[config.mk]
export PLATFORM = sky130hd
export DESIGN_NAME = param_wr_fifo
export DESIGN_NICKNAME = d
export VERILOG_FILES = /design/src/rtl/wr_fifo_pkg.sv /design/src/rtl/param_wr_fifo_ptr.sv /design/src/rtl/param_wr_fifo.sv
export SDC_FILE = /design/constraint.sdc
export NUM_CORES = 1
export LEC_CHECK = 0
export CAP_MARGIN = 10
export CORE_MARGIN = 3
export CORE_UTILIZATION = 58
export DETAILED_ROUTE_END_ITERATION = 10
export HOLD_SLACK_MARGIN = 0.02
export PLACE_DENSITY = 0.79
export SLEW_MARGIN = 0
export SYNTH_ARGS = -nofsm -noshare
export SYNTH_HDL_FRONTEND = slang
export SYNTH_SLANG_ARGS = --single-unit
[constraint.sdc]
create_clock -name clk -period 18.75 [get_ports clk]
set_input_delay 3.75 -clock clk [delete_from_list [all_inputs] [get_ports clk]]
set_output_delay 3.75 -clock clk [all_outputs]
set_load 0.05 [all_outputs]
[src/rtl/wr_fifo_pkg.sv]
// Shared sizing helpers for the parameterised write FIFO: ceiling log2 and the
// pointer/count width derivations used by param_wr_fifo and fifo_ptr.
package wr_fifo_pkg;

    function automatic int clog2(input int value);
        int result;
        result = 0;
        for (int i = 0; i < 31; i++) begin
            if ((1 << i) < value) begin
                result = i + 1;
            end
        end
        return result;
    endfunction

    // Pointers address DEPTH entries; the count needs one extra bit to hold DEPTH itself.
    function automatic int ptrWidth(input int depth);
        return clog2(depth);
    endfunction

    function automatic int cntWidth(input int depth);
        return clog2(depth) + 1;
    endfunction

    localparam int DEFAULT_DEPTH = 8;
    localparam int DEFAULT_PTR_W = ptrWidth(DEFAULT_DEPTH);
    localparam int DEFAULT_CNT_W = cntWidth(DEFAULT_DEPTH);

endpackage

[src/rtl/param_wr_fifo_ptr.sv]
// fifo_ptr: PTR_W-bit wrap-around incrementing register with load enable,
// used for both the read and the write pointer of param_wr_fifo.
module fifo_ptr #(
    parameter int PTR_W = 3
) (
    input  logic             clk,
    input  logic             rst,
    input  logic             clr_i,
    input  logic             inc_i,
    output logic [PTR_W-1:0] ptr_o
);

    logic [PTR_W-1:0] ptr_q;
    logic [PTR_W-1:0] ptr_d;

    // DEPTH is a power of two, so natural overflow gives the DEPTH-1 -> 0 wrap.
    always_comb begin
        ptr_d = ptr_q;
        if (clr_i) begin
            ptr_d = '0;
        end else if (inc_i) begin
            ptr_d = ptr_q + PTR_W'(1);
        end
    end

    always_ff @(posedge clk) begin
        if (rst) begin
            ptr_q <= '0;
        end else begin
            ptr_q <= ptr_d;
        end
    end

    assign ptr_o = ptr_q;

endmodule

[src/rtl/param_wr_fifo.sv]
// Synchronous first-word fall-through FIFO with flush and occupancy flags.
// Define PARAM_WR_FIFO_ERR_EN to add sticky ovf_err/udf_err flags and err_clr.
module param_wr_fifo
    import wr_fifo_pkg::*;
#(
    parameter int DATA_W = 98,
    parameter int DEPTH  = 8,
    parameter int AF_TH  = DEPTH - 1,
    parameter int AE_TH  = 1
) (
    input  logic                    clk,
    input  logic                    rst,
    input  logic                    flush,
    input  logic                    wr,
    input  logic [DATA_W-1:0]       wr_data,
    input  logic                    rd,
    output logic [DATA_W-1:0]       rd_data,
    output logic                    fifo_empty,
    output logic                    fifo_empty_bar,
    output logic                    fifo_full,
    output logic                    fifo_full_bar,
    output logic                    fifo_afull,
    output logic                    fifo_aempty,
    output logic [clog2(DEPTH):0]   fifo_cnt
`ifdef PARAM_WR_FIFO_ERR_EN
    ,
    input  logic                    err_clr,
    output logic                    ovf_err,
    output logic                    udf_err
`endif
);

    localparam int PTR_W = ptrWidth(DEPTH);
    localparam int CNT_W = cntWidth(DEPTH);

    localparam logic [CNT_W-1:0] FULL_CNT = CNT_W'(DEPTH);
    localparam logic [CNT_W-1:0] AF_CNT   = CNT_W'(AF_TH);
    localparam logic [CNT_W-1:0] AE_CNT   = CNT_W'(AE_TH);

    logic [CNT_W-1:0]  cnt_q;
    logic [CNT_W-1:0]  cnt_d;
    logic [PTR_W-1:0]  rdPtr;
    logic [PTR_W-1:0]  wrPtr;
    logic              isEmpty;
    logic              isFull;
    logic              rdAcc;
    logic              wrAcc;
    logic              memWr;
    logic [DEPTH-1:0]  wrEn;
    logic [DATA_W-1:0] mem_q [DEPTH];

    assign isEmpty = (cnt_q == '0);
    assign isFull  = (cnt_q == FULL_CNT);

    // No bypass: a read needs a stored entry, but a read frees room for a write to a full FIFO.
    assign rdAcc = rd && !isEmpty;
    assign wrAcc = wr && (!isFull || rdAcc);
    assign memWr = wrAcc && !flush && !rst;

    fifo_ptr #(
        .PTR_W (PTR_W)
    ) u_rd_ptr (
        .clk   (clk),
        .rst   (rst),
        .clr_i (flush),
        .inc_i (rdAcc),
        .ptr_o (rdPtr)
    );

    fifo_ptr #(
        .PTR_W (PTR_W)
    ) u_wr_ptr (
        .clk   (clk),
        .rst   (rst),
        .clr_i (flush),
        .inc_i (wrAcc),
        .ptr_o (wrPtr)
    );

    always_comb begin
        cnt_d = cnt_q;
        if (flush) begin
            cnt_d = '0;
        end else if (wrAcc && !rdAcc) begin
            cnt_d = cnt_q + CNT_W'(1);
        end else if (rdAcc && !wrAcc) begin
            cnt_d = cnt_q - CNT_W'(1);
        end
    end

    always_ff @(posedge clk) begin
        if (rst) begin
            cnt_q <= '0;
        end else begin
            cnt_q <= cnt_d;
        end
    end

    always_comb begin
        wrEn = '0;
        if (memWr) begin
            wrEn[wrPtr] = 1'b1;
        end
    end

    // Storage is deliberately left out of reset; only pointers and count define validity.
    for (genvar gi = 0; gi < DEPTH; gi++) begin : g_mem
        always_ff @(posedge clk) begin
            if (wrEn[gi]) begin
                mem_q[gi] <= wr_data;
            end
        end
    end

    assign rd_data        = mem_q[rdPtr];
    assign fifo_empty     = isEmpty;
    assign fifo_empty_bar = !isEmpty;
    assign fifo_full      = isFull;
    assign fifo_full_bar  = !isFull;
    assign fifo_afull     = (cnt_q >= AF_CNT);
    assign fifo_aempty    = (cnt_q <= AE_CNT);
    assign fifo_cnt       = cnt_q;

`ifdef PARAM_WR_FIFO_ERR_EN
    logic ovf_q;
    logic ovf_d;
    logic udf_q;
    logic udf_d;
    logic ovfSet;
    logic udfSet;

    // A read paired with a write on an empty FIFO is a normal fill, not an underflow.
    assign ovfSet = wr && !wrAcc;
    assign udfSet = rd && isEmpty && !wr;

    always_comb begin
        ovf_d = ovf_q;
        udf_d = udf_q;
        if (err_clr) begin
            ovf_d = 1'b0;
            udf_d = 1'b0;
        end
        if (ovfSet) begin
            ovf_d = 1'b1;
        end
        if (udfSet) begin
            udf_d = 1'b1;
        end
    end

    always_ff @(posedge clk) begin
        if (rst) begin
            ovf_q <= 1'b0;
            udf_q <= 1'b0;
        end else begin
            ovf_q <= ovf_d;
            udf_q <= udf_d;
        end
    end

    assign ovf_err = ovf_q;
    assign udf_err = udf_q;
`endif

endmodule

==> results.py <==
metrics = {
    "timing": {
        "worst_hold_slack_ps": 486,
        "hold_viol": 0,
        "tightest_slew_ps": 1100,
        "max_slew_margin_pct": 27.0,
        "rsz0062_at_grt": "no",
        "min_period_ps": 8820,
        "skew_ps": 12.4,
        "setup-violations-final": 0,
        "clock.fmax_mhz": 113,
        "tns_ps": 0,
        "period_share_pct": 47.0,
        "slew_violations": 0,
    },
    "critical_path": {
        "end_kind": "primary output",
        "worst_path_largest_cell_delay_ps": 950,
        "crit_top_cell": "buf_4",
        "cp_max_fo": 55,
        "arrival_ps": 5070,
        "cp_cell_sequence": "buf_4, buf_4, mux4_2, mux2_2, clkdlybuf4s50_1",
        "worstSetupPathType": "flop to primary output",
        "crit_required_ps": 15000,
        "slowest_stage": "buf_4",
        "startpoint_type": "flop",
    },
    "route": {
        "antenna_left": 0,
        "drc_errors": 0,
        "viasPerCell": 6.09,
        "wirelength_um": 59400,
        "avgRoutedWirePerCell_um": 26.7,
        "drtIter0Drc": 1219,
        "vias": 13500,
        "firstDrtPassIters": 5,
    },
    "power_and_ir_drop": {
        "irDropWorstVdd_uv": 88.3,
        "p_leak_nw": 10.9,
        "power_density_nw_per_um2": 104,
        "fin_total_pwr_mw": 3.71,
    },
    "clock_tree": {
        "ctsResizeCount": 0,
        "cts_tree": "done",
        "postCtsHoldBufs": 0,
        "postCtsSetupBuffers": 0,
        "cts.path.max_buffers": 3,
        "cts_max_level": 3,
        "path_clk_slew_ps": 60,
        "cts_inserted_buffers": 78,
        "clk-insertion-delay-late_ps": 600,
        "clockRootBuffer": "clkbuf_16",
        "cts_sinks": 797,
    },
    "global_routing": {
        "grt_pass1_wl_um": 89400,
        "grt.overflow.total": 0,
        "grt_pass1_vias": 14500,
        "antenna_found_initial": 7,
        "grt_max_degree": 99,
        "grtUsageTotal_pct": 22.3,
    },
    "synth": {
        "seq_area_frac_synth_pct": 78.8,
        "synth.distinct_cells": 33,
        "synth_edf_count": 784,
        "syn_area_per_cell_sq_um": 24.8,
        "yosys_most_used_dff": "edfxtp_1",
        "ys_seq_elements": 797,
        "async_reset_ff_share_pct": 0,
        "syn_nets": 1329,
        "syn_area_sq_um": 30200,
        "syn_inst": 1219,
        "synth_warnings": 0,
    },
    "placed_design": {
        "gp_congestion": 0.770,
        "dp_hpwl_um": 30800,
        "port_buffers": 210,
    },
    "die": {
        "die-height_um": 234,
        "core_sq_um": 51400,
        "dieArea_sq_um": 54900,
        "std_cell_rows": 83,
        "fp.dieW_um": 234,
        "start_util_pct": 58.8,
        "io_pins": 211,
    },
    "layout": {
        "areaGrowthSynthToFinish_pct": 17.7,
        "mostFrequentLayoutCell": "edfxtp_1",
        "final_cell_mix": "edfxtp_1, clkdlybuf4s50_1, mux4_2",
        "fillers": 3008,
        "ff_latch_area_sq_um": 23800,
        "nets": 1585,
        "multiInputGateArea_sq_um": 6070,
        "drive_gt1_share_pct": 27.3,
    },
    "min_path": {
        "hold_path.class": "flop to flop",
    },
    "run_status": {
        "status": "finished clean",
    },
    "run": {
        "cap_viol_max_count": 0,
    },
}
[power breakdown]
part	internal, mW	switching [mW]	total, mW
Combinational	0.0945	0.128	0.222
Sequential	1.97	0.00765	1.97
Clock	0.883	0.635	1.52
[layer usage]
layer	global-route usage (%)	share of wire, %	vias up
met3	5.00	7.3	107
li1	-	-	5765
met1	30.9	40	7176
met2	36.2	51	473
met4	6.92	2.2	10
met5	0	0.10	-
[through the flow]
step | cell area, sq um | instances | setup slack (ps) | utilization [%]
floorplan | 30200 | 1219 | 4450 | -
global placement | 33000 | 2075 | 10410 | 64.3
detailed placement | 33000 | 2075 | 10340 | 64.3
CTS | 35600 | 2218 | 9690 | 69.2
global route | 35600 | 2219 | 9450 | 69.2
finish | 35600 | 2221 | 9930 | 69.2
[critical path, delay by kind of cell (launching register included)]
| kind | cells | cell delay [ps] |
|---|---|---|
| buffers and inverters | 3 | 2590 |
| flip-flops | 1 | 860 |
| multiplexers | 2 | 880 |
[kinds of logic after synthesis]
family,count (synthesis),share of synthesized area (%)
AND/OR/NAND/NOR,35,0.642
AO/OA/AOI/OAI,18,0.335
adder cells (fa/ha/maj),7,0.290
buffers and inverters,64,1.31
XOR/XNOR,2,0.0580
flip-flops,797,78.8
multiplexers,296,18.6
[worst paths after layout]
path                                       start                      to  slack (ps)  cells past startpoint
hold reg to reg   u_rd_ptr.ptr_o[1]$_SDFFE_PP0N_                    flop         490                      2
setup / recovery                            flop             rd_data[27]        9930                      5
hold / removal    u_rd_ptr.ptr_o[1]$_SDFFE_PP0N_                    flop         490                      2
setup reg to reg        fifo_cnt[0]$_SDFFE_PP0P_  mem_q[6][24]$_DFFE_PP_       14830                      7
[cell usage after synthesis (5+ instances only)]
cell	count	share of area (%)
a21oi_1	8	0.13
buf_1	7	0.087
buf_2	17	0.28
buf_6	15	0.56
clkbuf_1	16	0.20
dfxtp_1	13	0.86
edfxtp_1	784	78
ha_1	7	0.29
inv_1	7	0.087
mux2_2	98	3.7
mux4_1	22	1.9
mux4_2	174	13
nand2_1	5	0.062
nor2_1	7	0.087
nor3_1	5	0.083
o21ai_0	7	0.12
[final cells by class]
type,instances,area share [%]
Inverter,7,0.0739
Timing Repair Buffer,233,6.43
Antenna cell,3,0.0211
Multi-Input combinational cell,358,17.1
Tap cell,680,2.39
Clock inverter,47,1.25
Sequential cell,797,67.0
Clock buffer,96,5.80
[registers in the layout, summed over array words and instances (netlist names), named ones only]
| signal | cells |
|---|---|
| u_rd_ptr.ptr_o | 3 |
| u_wr_ptr.ptr_o | 3 |
| fifo_cnt | 4 |
| mem_q | 784 |
Power figures use the tool's default switching activity.
